`src/rtl/clock_div_pkg.sv`:
```
// Shared constants for the programmable clock divider: the board oscillator
// rate and a helper that turns a target frequency into a divisor.
package clock_div_pkg;

    localparam int unsigned CLK_HZ = 100000000;

    function automatic int unsigned div_for_hz(input int unsigned f);
        return CLK_HZ / f;
    endfunction

    localparam int unsigned DEFAULT_DIV = div_for_hz(1);

endpackage

```
`src/rtl/clock_div_channel.sv`:
```
// One divider channel: free-running counter, active/shadow divisor pair, and
// registered square-wave and tick outputs.
module clock_div_channel
    import clock_div_pkg::*;
#(
    parameter int unsigned WIDTH       = 30,
    parameter int unsigned DEFAULT_DIV = clock_div_pkg::DEFAULT_DIV
) (
    input  logic             clk_i,
    input  logic             reset,
    input  logic             en,
    input  logic             sync,
    input  logic             we,
    input  logic [WIDTH-1:0] din,
    output logic             clk_o,
    output logic             tick_o,
    output logic             pend_o
);

    logic [WIDTH-1:0] r_cnt;
    logic [WIDTH-1:0] r_div;
    logic [WIDTH-1:0] r_shadow;
    logic             r_pend;
    logic             r_clk;
    logic             r_tick;

    logic             w_run;
    logic             w_wrap;
    logic             w_apply;
    logic [WIDTH-1:0] w_next_div;

    assign w_run      = en && !sync && (r_div != '0);
    assign w_wrap     = w_run && (r_cnt >= r_div - WIDTH'(1));
    // Divisor swaps only happen at count 0 or at the wrap, so no runt periods.
    assign w_apply    = !w_run || w_wrap;
    assign w_next_div = we ? din : r_shadow;

    always_ff @(posedge clk_i or negedge reset) begin
        if (!reset) begin
            r_cnt    <= '0;
            r_div    <= WIDTH'(DEFAULT_DIV);
            r_shadow <= WIDTH'(DEFAULT_DIV);
            r_pend   <= 1'b0;
            r_clk    <= 1'b0;
            r_tick   <= 1'b0;
        end else begin
            if (we)
                r_shadow <= din;

            if (w_apply) begin
                r_div  <= w_next_div;
                r_pend <= 1'b0;
            end else if (we) begin
                r_pend <= 1'b1;
            end

            if (w_run) begin
                r_clk  <= (r_cnt < (r_div >> 1));
                r_tick <= w_wrap;
                r_cnt  <= w_wrap ? '0 : r_cnt + WIDTH'(1);
            end else begin
                r_clk  <= 1'b0;
                r_tick <= 1'b0;
                r_cnt  <= '0;
            end
        end
    end

    assign clk_o  = r_clk;
    assign tick_o = r_tick;
    assign pend_o = r_pend;

endmodule

```
`src/rtl/clock_div_prog.sv`:
```
// Multi-channel programmable clock divider: decodes divisor writes to one
// channel and runs NUM_CH independent, sync-alignable dividers.
module clock_div_prog
    import clock_div_pkg::*;
#(
    parameter int          NUM_CH      = 3,
    parameter int unsigned WIDTH       = 30,
    parameter int unsigned DEFAULT_DIV = clock_div_pkg::DEFAULT_DIV,
    parameter int          CH_W        = $clog2(NUM_CH)
) (
    input  logic              clk_i,
    input  logic              reset,
    input  logic [NUM_CH-1:0] en_i,
    input  logic              sync_i,
    input  logic              cfg_we_i,
    input  logic [CH_W-1:0]   cfg_ch_i,
    input  logic [WIDTH-1:0]  cfg_div_i,
    output logic [NUM_CH-1:0] clk_o,
    output logic [NUM_CH-1:0] tick_o,
    output logic [NUM_CH-1:0] pend_o
);

    logic [NUM_CH-1:0] w_we;

    genvar c;
    generate
        for (c = 0; c < NUM_CH; c++) begin : g_ch
            // Out-of-range channel numbers match no channel and are dropped.
            assign w_we[c] = cfg_we_i && (cfg_ch_i == CH_W'(c));

            clock_div_channel #(
                .WIDTH       (WIDTH),
                .DEFAULT_DIV (DEFAULT_DIV)
            ) u_ch (
                .clk_i  (clk_i),
                .reset  (reset),
                .en     (en_i[c]),
                .sync   (sync_i),
                .we     (w_we[c]),
                .din    (cfg_div_i),
                .clk_o  (clk_o[c]),
                .tick_o (tick_o[c]),
                .pend_o (pend_o[c])
            );
        end
    endgenerate

endmodule

```
`config.mk`:
```
export PLATFORM = sky130hd
export DESIGN_NAME = clock_div_prog
export DESIGN_NICKNAME = d
export VERILOG_FILES = /design/src/rtl/clock_div_pkg.sv /design/src/rtl/clock_div_channel.sv /design/src/rtl/clock_div_prog.sv
export SDC_FILE = /design/constraint.sdc
export NUM_CORES = 1
export LEC_CHECK = 0
export CORE_MARGIN = 2
export CORE_UTILIZATION = 50
export DETAILED_ROUTE_END_ITERATION = 16
export PLACE_DENSITY = 0.67
export SLEW_MARGIN = 20
export SYNTH_ARGS = -nofsm -noshare
export SYNTH_HDL_FRONTEND = slang
export SYNTH_SLANG_ARGS = --single-unit
```
`constraint.sdc`:
```
create_clock -name clk_i -period 7.7 [get_ports clk_i]
set_input_delay 0.77 -clock clk_i [delete_from_list [all_inputs] [get_ports clk_i]]
set_output_delay 0.77 -clock clk_i [all_outputs]
set_load 0.01 [all_outputs]
```
* Word-level counts from Yosys, hierarchy flattened
Index checks and enable logic that the tools add are counted.
Word-level totals: register bits after elaboration 279, bits in latches 0, RAM bits 0, bits in read-only memories 0, input port bits 39, output and inout bits 9, logic and storage cells 79, memories 0
Cells by class: add/subtract/negate cells 6, $mul 0, div/mod/pow operators 0, magnitude comparators 6, equal/unequal tests 2, shift operators 0, mux-type cells 21, bitwise gates (word level) 0, reductions and logical operators 26
Operators by type and width (number):
- 2-to-1 mux 30 bit | 9
- adder 30 x 1 -> 30 bit (second input constant) | 3
- >= comparator 30 bit | 3
- less-than comparator 30 x 29 -> 1 bit | 3
- nonzero test 30 bit | 3
- subtractor 30 x 1 -> 30 bit (second input constant) | 3
- logical AND 1 bit | 12
- 2-to-1 mux 1 bit | 12
- nonzero test 2 bit | 3
- logical NOT 1 bit | 4
- logical OR 1 bit | 3
- equality test 2 x 1 -> 1 bit (second input constant) | 1
- equality test 2 bit (second input constant) | 1
- logical NOT 2 bit | 1

* Depth between registers and ports, before layout
Gate-level depths: netlist (run 1).
depth in word-level cells 6, gate-level depth with buffers 17, depth with buffers taken out 14

* Cells and area by module
Synthesis (run 1) repeated with hierarchy kept, for this count alone.
Second synthesis, totals: cell total of the unflattened synthesis 1605, area, all modules 17379.2 µm²
By module, submodules not included:
- clock_div_channel at g_ch[1].u_ch ... | times used 2, cells an instance 536, area each 5771.8 µm², sequential area each 2357.3 µm²
- clock_div_channel at g_ch[0].u_ch | times used 1, cells an instance 530, area each 5805.6 µm², sequential area each 2357.3 µm²
- clock_div_prog | times used 1, cells an instance 3, area each 30.0 µm², sequential area each 0.0 µm²

* Least setup slack after synthesis (run 1)
Ideal clock, no wire load.
path type reg-to-reg, start reg g_ch[1].u_ch.r_div[4], end reg g_ch[1].u_ch.r_div[10], library setup time 125 ps, data arrival time 3881 ps, required time 7575 ps, setup slack 3694 ps, stages on the path, launching flop included 15, buffers on the path 1, period minus slack after synthesis 4006 ps, cells stage by stage dfrtp_1 or4_1 or3_1 nor2_1 nand2_1 nor4_1 xnor2_1 ha_1 and3_1 a221o_1 a22oi_1 nand4b_4 nor2_4 buf_6 mux2_4
On the way: cells in the longest elaborated chain, start to end 4, elaborated cells between the ends (all ways) 7, those cells by class add/sub (1); order compare (1); reduce/logical (5)
Ends and longest elaborated chain:
- from (decl) | line clock_div_channel.sv:21 | logic [WIDTH-1:0] r_div;
- from (signal assigned) | line clock_div_channel.sv:41 | r_div <= WIDTH'(DEFAULT_DIV);
- from (signal assigned) | line clock_div_channel.sv:51 | r_div <= w_next_div;
- subtractor 30 x 1 -> 30 bit / nonzero test 30 bit (equally long branches) | line clock_div_channel.sv:33, clock_div_channel.sv:32
- >= comparator 30 bit / logical AND 1 bit (equally long branches) | line clock_div_channel.sv:33, clock_div_channel.sv:32
- logical AND 1 bit / logical NOT 1 bit (equally long branches) | line clock_div_channel.sv:33, clock_div_channel.sv:35
- logical OR 1 bit (*) | line clock_div_channel.sv:35 | assign w_apply = !w_run || w_wrap;
Every way passes the cells marked *; elsewhere a longest branch is shown, timed or not. A chain may end at the register's enable or synchronous reset.

* Worst setup path after layout (run 1)
start reg g_ch[2].u_ch.r_div[10], end reg g_ch[2].u_ch.r_div[28]
On the way: cells in the longest elaborated chain, start to end 4, elaborated cells between the ends (all ways) 7, those cells by class add/sub (1); order compare (1); reduce/logical (5)
Ends and longest elaborated chain (line):
- from (decl) | clock_div_channel.sv:21
- from (signal assigned) | clock_div_channel.sv:41
- from (signal assigned) | clock_div_channel.sv:51
- subtractor 30 x 1 -> 30 bit / nonzero test 30 bit (equally long branches) | clock_div_channel.sv:33, clock_div_channel.sv:32
- >= comparator 30 bit / logical AND 1 bit (equally long branches) | clock_div_channel.sv:33, clock_div_channel.sv:32
- logical AND 1 bit / logical NOT 1 bit (equally long branches) | clock_div_channel.sv:33, clock_div_channel.sv:35
- logical OR 1 bit (*) | clock_div_channel.sv:35
Marks and branches as above.

==> results of run 1 <==
==> where the power goes <==
part | internal (uW) | leakage [uW] | switching [uW]
clock network | 960 | 0.000541 | 652
registers | 1720 | 0.00341 | 168
logic | 418 | 0.00455 | 475
total | 3100 | 0.00850 | 1300
==> worst paths after layout <==
| check | slack (ns) | cells past startpoint | end | startpoint |
|---|---|---|---|---|
| setup reg to reg | 2.49 | 14 | g_ch[2].u_ch.r_div[28]$_DFFE_PN0P_ | g_ch[2].u_ch.r_div[10]$_DFFE_PN0P_ |
| setup / recovery | 2.49 | 14 | g_ch[2].u_ch.r_div[28]$_DFFE_PN0P_ | g_ch[2].u_ch.r_div[10]$_DFFE_PN0P_ |
| hold reg to reg | 0.49 | 1 | g_ch[0].u_ch.r_div[29]$_DFFE_PN0P_ | g_ch[0].u_ch.r_div[29]$_DFFE_PN0P_ |
| max in group asynchronous | 6.12 | 2 | g_ch[0].u_ch.clk_o$_DFF_PN0_ | reset |
| min in group clk_i | 0.49 | 1 | g_ch[0].u_ch.r_div[29]$_DFFE_PN0P_ | g_ch[0].u_ch.r_div[29]$_DFFE_PN0P_ |
| hold / removal | 0.24 | 1 | g_ch[2].u_ch.r_cnt[6]$_DFF_PN0_ | reset |
==> flip-flops by register name, summed over array words and instances (netlist names) <==
name                cells
g_ch.u_ch.clk_o         3
g_ch.u_ch.pend_o        3
g_ch.u_ch.r_cnt        90
g_ch.u_ch.r_div        90
g_ch.u_ch.r_shadow     90
g_ch.u_ch.tick_o        3
==> logic make-up after synthesis <==
logic type	count (synthesis)	share of synthesized area [%]
adders and majority gates	183	13.3
DFF	279	41.1
AOI/OAI and AO/OA	161	6.04
buffers and inverters	153	4.12
and+or+nand+nor	504	14.7
xor gates and xnor gates	163	8.30
muxes	180	12.4
==> per-layer routing <==
metal	vias up	global-route usage, %	share of wire (%)
met5	-	0	0
met4	0	6.23	2.6
met3	55	2.47	3.4
met2	188	36.7	47
met1	5896	31.6	47
li1	5874	-	-
==> final cells by class <==
type | instances | area [um2]
inverter | 107 | 402
fill | 2915 | 14500
clock inverter | 25 | 324
tap | 448 | 561
clock buffer | 33 | 793
multi-input combinational | 1191 | 9430
timing repair buffer | 60 | 586
sequential | 279 | 7070
==> cells in the final DEF (no fill, tap or decap), types with 5 or more instances in the layout <==
cell / n
a21o_1: 22
and2_1: 5
a211o_1: 5
and4_1: 6
nor3_1: 62
mux2_4: 28
nand3_1: 63
or4_1: 8
clkinvlp_4: 5
nand2b_1: 7
nor2_1: 131
ha_1: 183
dfrtp_1: 207
xor2_1: 49
nor4_1: 27
o21ai_0: 25
bufinv_16: 6
xnor2_1: 114
a21oi_1: 66
mux2_2: 119
clkdlybuf4s50_1: 46
dfstp_2: 72
clkbuf_16: 31
nand4_1: 57
buf_4: 12
inv_1: 107
nand2_1: 87
nor2b_1: 7
and3_1: 20
a211oi_1: 5
clkinv_2: 8
mux2_1: 33
==> through the flow <==
step                utilization [%]  cell area [um2]  hold WS (ns)  std cells
finish                         56.9            19200         0.244       2143
global route                   56.9            19200         0.340       2143
CTS                            56.9            19200         0.290       2143
detailed placement             53.6            18100         0.480       2085
global placement               53.6            18100         0.470       2085
floorplan                         -            17200         0.458       1623
==> worst max-delay path, delay by kind of cell, from the launching register on <==
family,cells,cell delay (ns)
and+or+nand+nor,9,3.35
DFF,1,0.44
buffers and inverters,1,0.39
muxes,1,0.37
adders and majority gates,1,0.29
xor gates and xnor gates,1,0.14
AOI/OAI and AO/OA,1,0.13
==> results.yml, run 1 <==
cts:
  ctsHoldBuffers: 0
  cts_tree: "done"
  postCtsSetupBuffers: 0
  ctsResizeCount: 0
  cts_sinks: 279
  h-tree-depth: 1
  clockBufferDepth: 3
  root_buffer: "clkbuf_16"
  clk_latency_ns: 0.58
  clk_pin_slew_ns: 0.06
  cts_buffers: 31
timing:
  hold_viol_final: 0
  relSlewSlack_pct: 35.1
  setup_viol: 0
  fin_crit_sh_pct: 67.7
  tns_ns: 0
  min_period_ns: 5.21
  tightestPinTransition_ns: 0.973
  fmax_ghz: 0.192
  fin_skew_ns: 0.0141
  final_max_slew_viol_count: 0
  grt_setup_unrepaired: "no"
  fin_ws_ns: 2.49
drt:
  drc: 0
  wl_mm: 39.2
  vias: 12000
  ant_nets: 0
  first_pass_iters: 5
  via_per_inst: 5.61
  drtIter0Drc: 534
  routedWlPerCell_um: 18.3
synth:
  syn_area_um2: 17200
  ys_ff_latch: 279
  yosys.area.top_type_share_pct: 30.1
  synth-edff-count: 0
  yosys-top-cells-area: "dfrtp_1 (30%), ha_1 (13%), dfstp_2 (11%)"
  synthTopCellsByCount: "dfrtp_1 (207), ha_1 (183), nor2_1 (131), mux2_2 (119), xnor2_1 (114)"
  ys_seq_area_share_pct: 41.1
  synth_area_per_cell_um2: 10.6
  synth.most_common_cell: "dfrtp_1"
  yosysWarnings: 0
  async_flop_share_pct: 100
  synthCells: 1623
  synth_top_area_cell: "dfrtp_1"
  syn_nets: 1845
  ys_types: 57
  ys.flop_type: "dfrtp_1"
final_layout:
  fin_nets: 1892
  area_growth_pct: 11.4
  diodes: 0
  drive_above_1_share_pct: 18.1
floorplan:
  rows: 67
  chipHeight_um: 190
  coreArea_um2: 33700
  initial_core_util_pct: 51.1
  ioPinCount: 48
  die_x_um: 190
  design.die.area_um2: 35900
min_path:
  hp-class: "in -> async"
job:
  maxCapViolCount: 0
worst_setup_path:
  start_kind: "register"
  cpPeakStageDelay_ns: 0.78
  crit_path_end_kind: "register"
  criticalPathCategory: "reg -> reg"
  cp_data_required_time_ns: 8.16
  cp.arrival_ns: 5.67
  cp_max_fo: 44
  cp_slowest_cell: "or3_2"
  crit_chain: "nor4_1 -> and2_1 -> and3_1 -> nand2_1 -> or3_1 -> xnor2_1 -> ha_1 -> nand4_1 -> nor4_1 -> a22oi_1 -> nand4_1 -> or3_2 -> buf_4 -> mux2_2"
pwr:
  leakage_uw: 0.00850
  powerDensity_nw_per_um2: 229
  irDropWorstVdd_uv: 214
  power.total_uw: 4400
placement:
  hpwlAfterDp_mm: 29.2
  place_congestion: 0.928
  post-place-ws_ns: 2.51
  portBuffers: 47
global_route:
  grt_pass1_vias: 12000
  antenna_found_initial: 0
  grt_pass1_wl_mm: 64.5
  overflow: 0
  grt.total_usage_pct: 22.4
  grt_start_max_net_pins: 160
status:
  status: "finished, final reports clean"
Power figures use the tool's default switching activity.
==> run 2, diff against run 1 <==
==> constraint.sdc (replaced) <==
create_clock -name clk_i -period 5.32 [get_ports clk_i]
set_input_delay 0.532 -clock clk_i [delete_from_list [all_inputs] [get_ports clk_i]]
set_output_delay 0.532 -clock clk_i [all_outputs]
set_load 0.01 [all_outputs]
==> results.yml, run 2 (same netlist as run 1, synthesis figures left out) <==
pwr:
  power.total_uw: 6260
  irDropWorstVdd_uv: 270
  leakage_uw: 0.00852
  swShare_pct: 29.2
  p_sw_uw: 1830
  internal_power_uw: 4430
  powerDensity_nw_per_um2: 326
  power_frac_comb_pct: 20.6
  pwr-share-seq_pct: 43.8
  clock_power_share_pct: 35.6
final_layout:
  drive_above_1_share_pct: 18.3
  fillers: 2889
  fin_nets: 1898
  final_cell_mix: "dfrtp_1 (207), ha_1 (183), nor2_1 (131)"
  reg.largest.list: "g_ch.u_ch.r_cnt (90), g_ch.u_ch.r_div (90), g_ch.u_ch.r_shadow (90)"
  diodes: 0
  seqCellArea_um2: 7070
  layout_commonest_cell: "dfrtp_1"
  fin_util_pct: 57.0
  area_growth_pct: 11.6
  instances_no_fill: 2148
  multi_input_comb_area_um2: 9440
global_route:
  grt_pass1_wl_mm: 64.6
  grt_pass1_vias: 12100
  antenna_found_initial: 0
  overflow: 0
  grt.total_usage_pct: 22.4
  grt_start_max_net_pins: 126
cts:
  clk_pin_slew_ns: 0.06
  root_buffer: "clkbuf_16"
  cts_buffers: 31
  h-tree-depth: 1
  cts_tree: "done"
  clk_latency_ns: 0.56
  cts_sinks: 279
  clockBufferDepth: 3
drt:
  ant_nets: 0
  routedWlPerCell_um: 18.3
  via_per_inst: 5.60
  drtIter0Drc: 604
  wl_mm: 39.3
  first_pass_iters: 7
  vias: 12000
  drc: 0
timing:
  fin_crit_sh_pct: 92.5
  min_period_ns: 4.92
  setup_viol: 0
  fin_skew_ns: 0.00799
  tightestPinTransition_ns: 0.967
  fmax_ghz: 0.203
  hold_viol_final: 0
  relSlewSlack_pct: 35.5
  final_max_slew_viol_count: 0
  tns_ns: 0
  grt_setup_unrepaired: "no"
  fin_hold_ws_ns: 0.0731
min_path:
  hp-class: "in -> async"
worst_setup_path:
  crit_path_end_kind: "register"
  cp_data_required_time_ns: 5.76
  criticalPathCategory: "reg -> reg"
  start_kind: "register"
  cp_max_fo: 29
  cp.arrival_ns: 5.36
placement:
  hpwlAfterDp_mm: 29.4
  place_congestion: 0.924
  portBuffers: 47
  dp.cells: 2091
floorplan:
  design.die.area_um2: 35900
  coreArea_um2: 33700
  initial_core_util_pct: 51.1
  chipHeight_um: 190
  rows: 67
  die_x_um: 190
  ioPinCount: 48
job:
  maxCapViolCount: 0
status:
  status: "finished, final reports clean"
-- run 2: cell types whose count changed in the layout (fill, tap and decap cells not counted), sizes merged --
cell / before / now
clkbuf: 33 / 41
buf: 14 / 20
clkinvlp: 5 / 4
inv: 112 / 109
clkinv: 9 / 8
bufinv: 6 / 2
-- run 2: power groups by stage --
stage                     registers (uW)  clock network [uW]  logic (uW)
after CTS                           2740                2280        1300
final                               2740                2220        1290
after detailed placement            2770                   0        1290
after global routing                2780                2380        1450
after floorplan                     2680                   0         953
after global placement              2750                   0        1250
-- run 2: worst paths after layout --
path                       slack [ns]                                from                                  to  cells past startpoint
min reg2reg                      0.50  g_ch[2].u_ch.r_shadow[1]$_DFF_PN0_  g_ch[2].u_ch.r_shadow[1]$_DFF_PN0_                      1
min in group clk_i               0.50  g_ch[2].u_ch.r_shadow[1]$_DFF_PN0_  g_ch[2].u_ch.r_shadow[1]$_DFF_PN0_                      1
max                              0.40   g_ch[2].u_ch.r_div[2]$_DFFE_PN0P_  g_ch[2].u_ch.r_div[17]$_DFFE_PN0P_                     13
min                              0.07                               reset     g_ch[2].u_ch.r_cnt[3]$_DFF_PN0_                      1
max in group asynchronous        3.94                               reset    g_ch[0].u_ch.r_cnt[29]$_DFF_PN0_                      2
max reg2reg                      0.40   g_ch[2].u_ch.r_div[2]$_DFFE_PN0P_  g_ch[2].u_ch.r_div[17]$_DFFE_PN0P_                     13
-- run 2: what timing repair did --
item	in CTS	in global routing
buffers inserted	0	0
hold buffers	0	0
resized for setup	0	1
endpoints found under the setup margin	0	23
-- run 2: cell type report --
class,count,area share [%]
flip-flops and latches,279,36.8
clock inverters,16,0.827
multi-input cells,1191,49.2
repair buffers,66,3.35
clock buffers,41,4.83
inverters,107,2.09
well taps,448,2.92
-- run 2: critical path, cell delays in order (launching register included) --
cell     delay (ns)
dfrtp_1        0.45
nor4_1         0.48
and4_1         0.41
and3_1         0.32
nand2_1        0.19
or3_1          0.40
xnor2_1        0.14
ha_1           0.29
nand4_1        0.22
nor4_2         0.52
o31a_1         0.32
or3_2          0.25
buf_4          0.41
mux2_2         0.40
-- run 2: routing by layer --
layer | track usage, % | vias to the layer above | share of wire (%)
li1 | - | 5879 | -
met1 | 31.4 | 5886 | 47
met2 | 36.8 | 202 | 46
met3 | 2.50 | 65 | 3.4
met4 | 6.77 | 0 | 3.0
met5 | 0 | - | 0
-- run 2: through the flow --
stage / setup WS, ns / cell area, um2
2_1_floorplan: 1.31 / 17200
3_3_place_gp: 0.452 / 18100
3_5_place_dp: 0.403 / 18100
4_1_cts: 0.341 / 19200
5_1_grt: 0.0800 / 19200
6_report: 0.400 / 19200
